File: config.mk
export PLATFORM = sky130hd
export DESIGN_NAME = motion_arbiter
export DESIGN_NICKNAME = d
export VERILOG_FILES = /design/src/rtl/motion_arbiter.sv
export SDC_FILE = /design/constraint.sdc
export NUM_CORES = 1
export LEC_CHECK = 0
export ABC_CLOCK_PERIOD_IN_PS = 1880
export BUFFER_PORTS_ARGS = -buffer_cell sky130_fd_sc_hd__buf_2
export CAP_MARGIN = 20
export CORE_MARGIN = 5
export CORE_UTILIZATION = 42
export CTS_CLUSTER_SIZE = 14
export DETAILED_ROUTE_END_ITERATION = 8
export GPL_ROUTABILITY_DRIVEN = 0
export PLACE_DENSITY_LB_ADDON = 0.25
export SETUP_SLACK_MARGIN = 0.05
export SYNTH_ARGS = -nofsm -noshare
export SYNTH_HDL_FRONTEND = slang
export SYNTH_SLANG_ARGS = --single-unit
File: constraint.sdc
create_clock -name clk -period 1.88 [get_ports clk]
set_input_delay 0.47 -clock clk [delete_from_list [all_inputs] [get_ports clk]]
set_output_delay 0.47 -clock clk [all_outputs]
set_load 0.1 [all_outputs]
File: src/rtl/motion_arbiter.sv
// motion_arbiter: obstacle-avoidance arbiter for a small IR-controlled rover.
// IR commands and the ambient-light flag are synchronized and debounced,
// too_close is debounced only. A single FSM either follows the debounced
// drive commands or runs a timed avoidance manoeuvre: halt, right turn,
// then a settle window in which the obstacle flag is ignored.
module motion_arbiter #(
    parameter int DEBOUNCE_CYC = 1000,
    parameter int STOP_CYC     = 200000,
    parameter int TURN_CYC     = 600000,
    parameter int SETTLE_CYC   = 100000
) (
    input  logic       clk,
    input  logic       reset,
    input  logic       ir_up,
    input  logic       ir_left,
    input  logic       ir_right,
    input  logic       too_close,
    input  logic       dark,
    output logic       forward,
    output logic       turn_left,
    output logic       turn_right,
    output logic       turning,
    output logic [1:0] state_dbg
);

    typedef enum logic [1:0] {
        ST_DRIVE  = 2'd0,
        ST_STOP   = 2'd1,
        ST_TURN   = 2'd2,
        ST_SETTLE = 2'd3
    } state_t;

    // A zero-length interval behaves as a single cycle.
    localparam int DB_N     = (DEBOUNCE_CYC == 0) ? 1 : DEBOUNCE_CYC;
    localparam int STOP_N   = (STOP_CYC     == 0) ? 1 : STOP_CYC;
    localparam int TURN_N   = (TURN_CYC     == 0) ? 1 : TURN_CYC;
    localparam int SETTLE_N = (SETTLE_CYC   == 0) ? 1 : SETTLE_CYC;

    localparam logic [23:0] DB_LAST     = 24'(DB_N - 1);
    localparam logic [23:0] STOP_LAST   = 24'(STOP_N - 1);
    localparam logic [23:0] TURN_LAST   = 24'(TURN_N - 1);
    localparam logic [23:0] SETTLE_LAST = 24'(SETTLE_N - 1);

    // Debounced level bit positions.
    localparam int B_CLOSE = 0;
    localparam int B_UP    = 1;
    localparam int B_LEFT  = 2;
    localparam int B_RIGHT = 3;
    localparam int B_DARK  = 4;

    // Motion vector layout: {forward, turn_left, turn_right}.
    localparam logic [2:0] MOT_NONE  = 3'b000;
    localparam logic [2:0] MOT_RIGHT = 3'b001;

    logic [3:0]  async_in_s;
    logic [3:0]  sync1_r;
    logic [3:0]  sync2_r;
    logic [4:0]  db_in_s;
    logic [4:0]  level_r;
    logic [23:0] db_cnt_r [5];

    state_t      state_r;
    logic [23:0] cnt_r;
    logic [2:0]  motion_r;
    logic        turning_r;

    // Priority decode of debounced commands; the result is one-hot or zero.
    function automatic logic [2:0] drive_decode(input logic up, input logic left,
                                                input logic right, input logic is_dark);
        logic [2:0] m;
        m = 3'b000;
        if (is_dark) begin
            m = 3'b000;
        end else if (left && right) begin
            m = 3'b000;
        end else if (left) begin
            m = 3'b010;
        end else if (right) begin
            m = 3'b001;
        end else if (up) begin
            m = 3'b100;
        end else begin
            m = 3'b000;
        end
        return m;
    endfunction

    assign async_in_s = {dark, ir_right, ir_left, ir_up};
    assign db_in_s    = {sync2_r, too_close};

    // Two-flop synchronizer for the asynchronous command and light inputs.
    always_ff @(posedge clk) begin
        if (reset) begin
            sync1_r <= 4'b0000;
            sync2_r <= 4'b0000;
        end else begin
            sync1_r <= async_in_s;
            sync2_r <= sync1_r;
        end
    end

    // Per-input debouncer: accept a new level after DB_N consecutive samples,
    // any sample equal to the current level restarts the count.
    always_ff @(posedge clk) begin
        if (reset) begin
            level_r <= 5'b00000;
            for (int i = 0; i < 5; i++) begin
                db_cnt_r[i] <= 24'd0;
            end
        end else begin
            for (int i = 0; i < 5; i++) begin
                if (db_in_s[i] == level_r[i]) begin
                    db_cnt_r[i] <= 24'd0;
                end else if (db_cnt_r[i] == DB_LAST) begin
                    level_r[i]  <= db_in_s[i];
                    db_cnt_r[i] <= 24'd0;
                end else begin
                    db_cnt_r[i] <= db_cnt_r[i] + 24'd1;
                end
            end
        end
    end

    // Arbiter FSM; outputs are registered and computed for the state being entered.
    always_ff @(posedge clk) begin
        if (reset) begin
            state_r   <= ST_DRIVE;
            cnt_r     <= 24'd0;
            motion_r  <= MOT_NONE;
            turning_r <= 1'b0;
        end else begin
            case (state_r)
                ST_DRIVE: begin
                    cnt_r <= 24'd0;
                    if (level_r[B_CLOSE]) begin
                        state_r   <= ST_STOP;
                        motion_r  <= MOT_NONE;
                        turning_r <= 1'b1;
                    end else begin
                        state_r   <= ST_DRIVE;
                        motion_r  <= drive_decode(level_r[B_UP], level_r[B_LEFT],
                                                  level_r[B_RIGHT], level_r[B_DARK]);
                        turning_r <= 1'b0;
                    end
                end
                ST_STOP: begin
                    if (cnt_r == STOP_LAST) begin
                        state_r   <= ST_TURN;
                        cnt_r     <= 24'd0;
                        motion_r  <= MOT_RIGHT;
                        turning_r <= 1'b1;
                    end else begin
                        state_r   <= ST_STOP;
                        cnt_r     <= cnt_r + 24'd1;
                        motion_r  <= MOT_NONE;
                        turning_r <= 1'b1;
                    end
                end
                ST_TURN: begin
                    if (cnt_r == TURN_LAST) begin
                        state_r   <= ST_SETTLE;
                        cnt_r     <= 24'd0;
                        motion_r  <= drive_decode(level_r[B_UP], level_r[B_LEFT],
                                                  level_r[B_RIGHT], level_r[B_DARK]);
                        turning_r <= 1'b0;
                    end else begin
                        state_r   <= ST_TURN;
                        cnt_r     <= cnt_r + 24'd1;
                        motion_r  <= MOT_RIGHT;
                        turning_r <= 1'b1;
                    end
                end
                ST_SETTLE: begin
                    // too_close is deliberately ignored here.
                    motion_r  <= drive_decode(level_r[B_UP], level_r[B_LEFT],
                                              level_r[B_RIGHT], level_r[B_DARK]);
                    turning_r <= 1'b0;
                    if (cnt_r == SETTLE_LAST) begin
                        state_r <= ST_DRIVE;
                        cnt_r   <= 24'd0;
                    end else begin
                        state_r <= ST_SETTLE;
                        cnt_r   <= cnt_r + 24'd1;
                    end
                end
                default: begin
                    state_r   <= ST_DRIVE;
                    cnt_r     <= 24'd0;
                    motion_r  <= MOT_NONE;
                    turning_r <= 1'b0;
                end
            endcase
        end
    end

    assign forward    = motion_r[2];
    assign turn_left  = motion_r[1];
    assign turn_right = motion_r[0];
    assign turning    = turning_r;
    assign state_dbg  = state_r;

endmodule

==> results of run 1 <==
area by class of cell:
class                           instances  area share, %
Clock buffer                           23           4.78
Clock inverter                          9          0.588
Inverter                               22          0.760
Multi-Input combinational cell        726           40.4
Sequential cell                       163           41.2
Tap cell                              265           3.05
Timing Repair Buffer                  120           9.25
stage by stage:
step / utilization, % / hold WS (ns)
after floorplan: - / 0.411
after global placement: 50.0 / 0.417
after detailed placement: 50.0 / 0.428
after CTS: 53.4 / 0.241
after global routing: 55.4 / 0.266
final: 55.4 / 0.257
sequential cells by signal (all words and copies together), names as in the netlist:
| signal | flops |
|---|---|
| cnt_r | 24 |
| db_cnt_r | 120 |
| level_r | 5 |
| motion_r | 3 |
| state_dbg | 2 |
| sync1_r | 4 |
| sync2_r | 4 |
| turning | 1 |
logic make-up after synthesis:
group                    count (synthesis)
AND/OR/NAND/NOR                        449
AO/OA/AOI/OAI                            9
XOR/XNOR                               137
buffers and inverters                   48
flip-flops                             163
adder cells (fa/ha/maj)                  6
other                                    1
multiplexers                             5
routing by layer:
| metal | vias up | wire length [um] | global-route usage, % |
|---|---|---|---|
| met4 | 0 | 178 | 6.17 |
| met3 | 17 | 614 | 3.68 |
| met2 | 70 | 7800 | 24.1 |
| li1 | 3227 | - | - |
| met5 | - | 0 | 0 |
| met1 | 2949 | 7740 | 19.5 |
worst min-delay path by stage:
stage	to	startpoint	slack, ns	depth (start not counted)
finish	sync1_r[3]	dark	0.26	2
global route	sync1_r[0]	ir_up	0.27	2
CTS	sync1_r[3]	dark	0.24	2
detailed placement	sync2_r[2]	sync1_r[2]	0.43	1
global placement	sync2_r[1]	sync1_r[1]	0.42	1
floorplan	cnt_r[0]	cnt_r[0]	0.41	1
where the power goes:
part	total, mW	switching (mW)	internal, mW
combinational	0.408	0.209	0.200
sequential	4.09	0.108	3.98
clock	3.38	1.43	1.95
timing repair:
action	CTS	global route
endpoints found under the setup margin	64	143
pin swaps	3	28
buffers inserted	4	16
gates resized for setup	5	47
gates cloned	1	3
Yosys cell counts, drive strengths merged (2+ instances only):
library cell,count
buf,17
or2,3
xor2,65
nor3,29
nand2,41
and4,19
edfxtp,120
nor2b,9
nand4,37
inv,22
mux2i,5
xnor2,72
nor4,28
dfxtp,43
nand2b,6
nand3,55
clkbuf,9
nor3b,5
and2,7
nor2,180
or3,2
a21oi,2
or4,3
ha,6
and3,21
==> results.md, run 1 <==
- Clock transition at path regs: ~0.06 ns
- Final WS setup: 0.0245 ns
- Final Non-Filler Cells: about 1300
- Tmin final: 1.86 ns
- Root buffer cell: clkbuf_16
- Slowest CP cell: or4_4
- Post-DP HPWL: 11.2 mm
- Cells after Synth: just over 800
- Die Ht: 151 um
- Worst skew pair latency: between 0.4 and 0.5 ns
- Final hold vios: 0
- Worst setup SP type: flip-flop
- Num rows: 51
- Drt wl/cell: 12.3 um
- TritonCTS clock tree: done
- Most frequent cells in the layout: nor2_1 (170), edfxtp_1 (120), conb_1 (120), buf_4 (98), xnor2_1 (72)
- Post-synthesis mux area share: 0.596%
- Post-Route Skew: about 0.0075 ns
- Initial core utilization: a little over two fifths
- Top cell type by total area after synthesis: edfxtp_1
- R2R depth: 5
- Final net count: between 1000 and 1500
- I/O pins: 13
- Worst Setup EP: db_cnt_r[1][4]
- Post-route ant nets: 0
- Top cell family by delay on the critical path: simple AND/OR/NAND/NOR gates
- Largest net degree at the start of global routing: 25
- Placed cell count: 1272
- Vias per Instance: roughly 4.7
- Initial antenna violation count: 0
- Top cells by area, synth: edfxtp_1 (43%), dfxtp_1 (10%), nor2_1 (8.1%)
- Register bit total from synthesis: 163
- EDFF count, synth: 120
- Max-cap violations: 0
- XOR/XNOR Fraction of Synth Area: 14.3%
- RSZ-0062 raised after global routing: true
- Fmax achieved: 539 MHz
- Sequential cell area fraction in the yosys report: 53.2%
- FF/Latch Area: 4470 um2
- Slowest stage delay, CP: between 0.5 and 0.6 ns
- Area share of fa/ha/maj cells after synthesis: 0.895%
- Layout area overhead: 29.4%
- Initial drt markers: between 300 and 400
- CTS Buffer Depth: 2
- CTS hold repair buffers: 0
- Commonest non-fill, non-tap cell in the layout: nor2_1
- Worst Path Arrival: 2.03 ns
- Clock Sink Count: 163
- CTS buffer count: 17
- Post-synthesis compound-gate area fraction: 0.969%
- Proportion of layout cells with a drive suffix above 1: approximately a fifth
- Max H-tree Level: 4
- Status: complete, no violations
- Vias: 6263
- Largest family of logic cells by synthesized area: simple AND/OR/NAND/NOR gates
- P per Cell Area: 726 nW/um2
- Worst slew margin: 65.4%
- Top_reg_cell synth: edfxtp_1
- Critical path, cell by cell: or4_4 -> nor4_4 -> or3_4 -> buf_12 -> nor2_1
- Netlist Area Pre-Place: between 8000 and 9000 um2
- # DRC: 0
- Drt total wl: 16.3 mm
- Core ar.: 19600 um2
- Simple-Gate Fraction of Synth Area: 27.3%
- # diodes: 0
- Critical-path maximum fanout: 12
- Placed Instance Area: 9800 um2
- # fillers: 1771
- Fraction of registers with async set/reset: 0%
- Worst Hold Class: primary input to flip-flop
- # setup viols final: 0
- Critical path depth: 5
- Pwr Total: approximately 7.9 mW
- Pleak: a little under 4 nW
- Number of port buffers: 12
- Max rail drop VDD: around 0.63 mV
- First-pass GRT wire length: 27.6 mm
- Actual slew at the worst max-slew pin: 0.522 ns
- Vias in the first global route: 6049
- DIE AREA: about 23000 um2
- CP Buf/Inv Count: 1
- Tot GR Track Use: 15.0%
- Sum Neg Setup Slack: 0 ns
- Final instance area: 10900 um2
- Share of the synthesized area in the top cell type: 42.9%
- Setup CP Type: flip-flop to flip-flop
- Worst slack, placed: -0.0561 ns
- CP endpoint kind: flip-flop
- Library cells used by synthesis: 45
- Iteration count of the initial detailed-routing pass: 5
- Yosys Warn Count: 0
- Average size of a mapped cell: 10.3 um2
- Reg-to-reg endpoint: db_cnt_r[1][4]
- Die W: between 150 and 200 um
- Final-report max-slew violation count: 0
- Total gr overflow: 0
- Crit path launch: db_cnt_r[1][20]
- FF-to-FF Start: db_cnt_r[1][20]
- Crit path required time: between 2 and 2.5 ns
- Final period utilization: 98.7%
- Area of the multi-input gates: 4390 um2
- R2R setup slack: 0.02 ns
(Power assumes the default switching activity.)
==> inputs of run 2 (changes only) <==
Settings changed: CELL_PAD_IN_SITES_DETAIL_PLACEMENT from default to 1, CELL_PAD_IN_SITES_GLOBAL_PLACEMENT from default to 1, CTS_CLUSTER_DIAMETER from default to 50.
==> run 2 against run 1 <==
The run now ends with setup timing left. Count of clock-buffer cells in the layout is 1 lower. Largest power group unchanged. Final cell count is 0.90% higher. Global-route usage increased by 2.3 points. Register-to-register slack lost 0.08 ns. Power up 1.0%. Largest cell class is now multi-input gates. Setup slack got worse by 0.083 ns.
==> results.md, run 2 (synthesized netlist as in run 1, its figures left out) <==
- Status: finished, violations left (was complete, no violations)
- Failing checks: setup timing
- Actual slew at the worst max-slew pin: 0.533 ns (was 0.522 ns)
- Final net count: 1075 (was 1063)
- Pleak: 4.02 nW (was 3.96 nW)
- Num rows: 51 (unchanged)
- Critical-path maximum fanout: 12 (unchanged)
- Root buffer cell: clkbuf_16 (unchanged)
- Worst Hold Class: primary input to flip-flop (unchanged)
- Worst slew margin: 64.7% (was 65.4%)
- I/O pins: 13 (unchanged)
- First-pass GRT wire length: 31.7 mm (was 27.6 mm)
- Die Ht: 151 um (unchanged)
- Proportion of layout cells with a drive suffix above 1: 24.7% (was 19.8%)
- DIE AREA: 22900 um2 (unchanged)
- Total internal power: 6.18 mW (was 6.14 mW)
- Switching share of power: 22.4% (was 22.1%)
- Initial drt markers: 215 (was 354)
- Tmin final: 1.94 ns (was 1.86 ns)
- Fmax achieved: 516 MHz (was 539 MHz)
- Largest net degree at the start of global routing: 25 (unchanged)
- Largest register by flop count: db_cnt_r (unchanged)
- Final instance area: 11300 um2 (was 10900 um2)
- Worst skew pair latency: 0.42 ns (was 0.43 ns)
- Tot GR Track Use: 17.4% (was 15.0%)
- CTS hold repair buffers: 0 (unchanged)
- # setup viols final: 26 (was 0)
- R2R depth: 5 (unchanged)
- TritonCTS clock tree: done (unchanged)
- Iteration count of the initial detailed-routing pass: 4 (was 5)
- Clock Sink Count: 163 (unchanged)
- CP endpoint kind: flip-flop (unchanged)
- Core ar.: 19600 um2 (unchanged)
- Setup CP Type: flip-flop to flip-flop (unchanged)
- P per Cell Area: 705 nW/um2 (was 726 nW/um2)
- Vias in the first global route: 6612 (was 6049)
- Vias: 6582 (was 6263)
- Worst setup SP type: flip-flop (unchanged)
- # fillers: 2191 (was 1771)
- Final period utilization: 103% (was 98.7%)
- Final hold vios: 0 (unchanged)
- Commonest non-fill, non-tap cell in the layout: nor2_1 (unchanged)
- Post-DP HPWL: 13.4 mm (was 11.2 mm)
- Drt wl/cell: 15.7 um (was 12.3 um)
- Seq pwr share: 51.5% (was 51.9%)
- Max H-tree Level: 4 (unchanged)
- Initial core utilization: 42.8% (unchanged)
- Vias per Instance: 4.91 (was 4.72)
- Hold depth: 2 (unchanged)
- Final-report max-slew violation count: 0 (unchanged)
- Post-Route Skew: 0.00653 ns (was 0.00750 ns)
- CTS buffer count: 17 (unchanged)
- Max reg flops: 120 (unchanged)
- Number of port buffers: 12 (unchanged)
- R2R setup slack: -0.06 ns (was 0.02 ns)
- Max-cap violations: 0 (unchanged)
- RSZ-0062 raised after global routing: true (unchanged)
- Drt total wl: 21.0 mm (was 16.3 mm)
- # DRC: 0 (unchanged)
- Crit path required time: 2.06 ns (about the same)
- Initial antenna violation count: 0 (unchanged)
- Most frequent cells in the layout: nor2_1 (135), edfxtp_1 (120), conb_1 (120), buf_4 (107), xnor2_1 (72) (was nor2_1 (170), edfxtp_1 (120), conb_1 (120), buf_4 (98), xnor2_1 (72))
- Worst Path Arrival: 2.12 ns (was 2.03 ns)
- Combinational power share: 5.9% (was 5.2%)
- Final WS setup: -0.0587 ns (was 0.0245 ns)
- Clock transition at path regs: 0.06 ns (about the same)
- CTS Buffer Depth: 2 (unchanged)
- # diodes: 0 (unchanged)
- Largest regs: db_cnt_r: 120 flops, cnt_r: 24 flops, level_r: 5 flops (unchanged)
- Total gr overflow: 0 (unchanged)
- Max rail drop VDD: 0.620 mV (was 0.627 mV)
- Minimum hold slack: 0.294 ns (was 0.257 ns)
- Die W: 151 um (unchanged)
- Placed Instance Area: 9890 um2 (was 9800 um2)
- Post-route ant nets: 0 (unchanged)
- Clock power frac: 42.6% (was 42.9%)
- Layout area overhead: 34.6% (was 29.4%)
- Sw power: 1.78 mW (was 1.74 mW)
run 2: critical path, cell delays in order, from the launching register on:
cell      delay [ns]
edfxtp_1        0.38
or4_4           0.57
nor4_4          0.33
or3_4           0.21
buf_8           0.14
nor2_1          0.06
run 2: path summary, 6_finish.rpt:
kind	from	end
max	db_cnt_r[1][21]	db_cnt_r[1][5]
min	ir_up	sync1_r[0]
max reg2reg	db_cnt_r[1][21]	db_cnt_r[1][5]
min reg2reg	cnt_r[0]	cnt_r[0]
run 2: power groups by stage:
stage	combinational (mW)	sequential, mW	clock [mW]
5_1_grt	0.521	4.11	3.62
3_3_place_gp	0.377	4.15	0
6_report	0.468	4.10	3.39
4_1_cts	0.409	4.09	3.46
3_5_place_dp	0.388	4.16	0
2_1_floorplan	0.224	4.16	0
run 2: layout make-up:
type,instances,area (um2),share of cell area [%]
well taps,265,332,2.94
multi-input cells,726,4720,41.8
repair buffers,132,1120,9.96
clock buffers,22,454,4.02
inverters,22,82.6,0.731
clock inverters,10,109,0.964
flip-flops and latches,163,4480,39.6
run 2: stage by stage:
stage | std cells | util [%] | setup TNS [ns] | power [mW] | setup WS [ns]
after detailed placement | 1285 | 50.5 | -2.94 | 4.55 | -0.148
after global placement | 1285 | 50.5 | 0 | 4.53 | 0.0256
after floorplan | 937 | - | -0.633 | 4.38 | -0.0322
after CTS | 1322 | 54.0 | -1.23 | 7.96 | -0.0638
after global routing | 1340 | 57.7 | -5.87 | 8.26 | -0.132
final | 1340 | 57.7 | -1.17 | 7.96 | -0.0587
run 2: metal layers:
layer,vias up,GRT usage [%],part of all wire [%]
met5,-,0,0
met4,0,4.53,1.3
met3,23,3.62,2.1
met2,53,29.8,52
met1,3264,22.4,45
li1,3242,-,-
run 2: timing repair:
item,4_1_cts,5_1_grt
pin swaps,5,59
setup buffers,6,13
endpoints found under the setup margin,120,144
resized for setup,16,126
endpoints found under the hold margin,0,0
cloned,0,6
==> inputs of run 3 (changes only) <==
Settings changed: CORE_UTILIZATION 42 to 46.
==> run 3 against run 2 <==
The flow still finishes with violations (setup timing). First-iteration DRC count grew to 2.5 times the previous value. Core utilization increased by 8.3 points. Sequential share of layout area down 1.8 points. Global-route usage rose by 5.8 points. Largest cell class unchanged. Register-to-register slack worse by 0.12 ns.
==> results.md, run 3 (synthesized netlist as in run 1, its figures left out) <==
- Status: finished, violations left (unchanged)
- Failing checks: setup timing (unchanged)
- First-pass GRT wire length: 39.4 mm (was 31.7 mm)
- # fillers: 1894 (was 2191)
- Worst skew pair latency: 0.44 ns (was 0.42 ns)
- Total gr overflow: 0 (unchanged)
- Worst Hold Class: primary input to flip-flop (unchanged)
- Max reg flops: 120 (unchanged)
- Initial antenna violation count: 0 (unchanged)
- Largest register by flop count: db_cnt_r (unchanged)
- Final WS setup: -0.175 ns (was -0.0587 ns)
- # setup viols final: 105 (was 26)
- Largest net degree at the start of global routing: 25 (unchanged)
- Worst setup SP type: flip-flop (unchanged)
- CTS buffer count: 17 (unchanged)
- Number of port buffers: 12 (unchanged)
- Critical-path maximum fanout: 6 (was 12)
- DIE AREA: 21000 um2 (was 22900 um2)
- Commonest non-fill, non-tap cell in the layout: buf_4 (was nor2_1)
- Post-Route Skew: 0.0111 ns (was 0.00653 ns)
- Final period utilization: 109% (was 103%)
- Tmin final: 2.05 ns (was 1.94 ns)
- Final-report max-slew violation count: 0 (unchanged)
- Hold depth: 2 (unchanged)
- Final net count: 1110 (was 1075)
- # diodes: 0 (unchanged)
- Max H-tree Level: 4 (unchanged)
- Origin of the worst min-delay path: ir_up (unchanged)
- Post-route ant nets: 0 (unchanged)
- CTS Buffer Depth: 2 (unchanged)
- R2R setup slack: -0.17 ns (was -0.06 ns)
- Final instance area: 11800 um2 (was 11300 um2)
- RSZ-0062 raised after global routing: true (unchanged)
- # DRC: 0 (unchanged)
- Max rail drop VDD: 0.713 mV (was 0.620 mV)
- Num rows: 49 (was 51)
- Die W: 145 um (was 151 um)
- P per Cell Area: 711 nW/um2 (was 705 nW/um2)
- Post-DP HPWL: 13.8 mm (was 13.4 mm)
- Initial core utilization: 46.7% (was 42.8%)
- CP endpoint kind: flip-flop (unchanged)
- Drt total wl: 32.5 mm (was 21.0 mm)
- Pleak: 4.35 nW (was 4.02 nW)
- CTS hold repair buffers: 0 (unchanged)
- Hold path endpoint: sync1_r[0] (unchanged)
- Vias: 7648 (was 6582)
- Die Ht: 145 um (was 151 um)
- Largest regs: db_cnt_r: 120 flops, cnt_r: 24 flops, level_r: 5 flops (unchanged)
- Iteration count of the initial detailed-routing pass: 5 (was 4)
- Most frequent cells in the layout: buf_4 (131), nor2_1 (121), edfxtp_1 (120), conb_1 (120), xnor2_1 (72) (was nor2_1 (135), edfxtp_1 (120), conb_1 (120), buf_4 (107), xnor2_1 (72))
- Clock Sink Count: 163 (unchanged)
- Initial drt markers: 542 (was 215)
- Worst Path Arrival: 2.38 ns (was 2.12 ns)
- Crit path launch: cnt_r[23] (was db_cnt_r[1][21])
- Core ar.: 18000 um2 (was 19600 um2)
- Setup CP Type: flip-flop to flip-flop (unchanged)
- Pwr Total: 8.42 mW (was 7.96 mW)
- Worst slack, placed: -0.115 ns (was -0.148 ns)
- Proportion of layout cells with a drive suffix above 1: 30.7% (was 24.7%)
- I/O pins: 13 (unchanged)
- Clock transition at path regs: 0.07 ns (was 0.06 ns)
- Layout area overhead: 41.2% (was 34.6%)
- Vias per Instance: 5.71 (was 4.91)
- Drt wl/cell: 24.3 um (was 15.7 um)
- Worst slew margin: 63.6% (was 64.7%)
- FF-to-FF Start: cnt_r[23] (was db_cnt_r[1][21])
- TritonCTS clock tree: done (unchanged)
- Reg-to-reg endpoint: cnt_r[21] (was db_cnt_r[1][5])
- Max-cap violations: 0 (unchanged)
- R2R depth: 8 (was 5)
- Fmax achieved: 487 MHz (was 516 MHz)
- Tot GR Track Use: 23.2% (was 17.4%)
- Root buffer cell: clkbuf_16 (unchanged)
- Crit path required time: 2.21 ns (was 2.06 ns)
- Final hold vios: 0 (unchanged)
- Actual slew at the worst max-slew pin: 0.540 ns (was 0.533 ns)
- Placed Instance Area: 9820 um2 (was 9890 um2)
- Vias in the first global route: 7515 (was 6612)
[run 3: worst max path at each step]
stage	endpoint	slack, ns	depth (start not counted)
after global placement	db_cnt_r[1][5]	0.01	6
final	cnt_r[21]	-0.17	8
after CTS	db_cnt_r[1][18]	-0.0009	5
after detailed placement	db_cnt_r[1][12]	-0.12	6
after global routing	cnt_r[21]	-0.23	9
after floorplan	db_cnt_r[1][6]	-0.03	6
[run 3: final cells by class]
class	instances	area (um2)	share of cell area [%]
timing repair buffer	167	1480	12.5
inverter	22	82.6	0.697
sequential	163	4480	37.9
tap	229	287	2.42
clock inverter	7	63.8	0.539
multi-input combinational	726	4910	41.4
clock buffer	25	539	4.55
[run 3: power breakdown]
part           switching, mW  internal, mW  total [mW]
Sequential             0.137          3.98        4.12
Combinational          0.351         0.255       0.606
Clock                   1.57          2.13        3.70
[run 3: what timing repair did]
item / in CTS / in global routing
gates cloned: 2 / 6
setup buffers: 20 / 40
resized for setup: 94 / 109
pin swaps: 40 / 43
setup endpoints to repair: 107 / 152
[run 3: metal layers]
| metal | share of wire (%) | global-route usage [%] | vias up | wire (um) |
|---|---|---|---|---|
| met2 | 52 | 41.0 | 335 | 17100 |
| li1 | - | - | 3319 | - |
| met4 | 4.9 | 7.93 | 0 | 1580 |
| met3 | 4.3 | 4.93 | 135 | 1390 |
| met5 | 0 | 0 | - | 0 |
| met1 | 38 | 28.0 | 3859 | 12500 |
[run 3: worst max-delay path: stages (launching register included)]
cell     delay, ns
dfxtp_4       0.36
nor4_4        0.41
nand4_4       0.19
buf_6         0.17
nor3_4        0.22
o32a_4        0.23
buf_6         0.14
buf_12        0.16
nor2_4        0.05
[run 3: metrics by stage]
stage / hold WS [ns] / instances / util [%] / setup TNS (ns)
finish: 0.274 / 1339 / 65.9 / -8.39
global placement: 0.423 / 1246 / 54.7 / 0
CTS: 0.257 / 1299 / 61.2 / -0.000900
detailed placement: 0.430 / 1246 / 54.7 / -3.07
global route: 0.288 / 1339 / 65.9 / -15.29
floorplan: 0.411 / 937 / - / -0.633
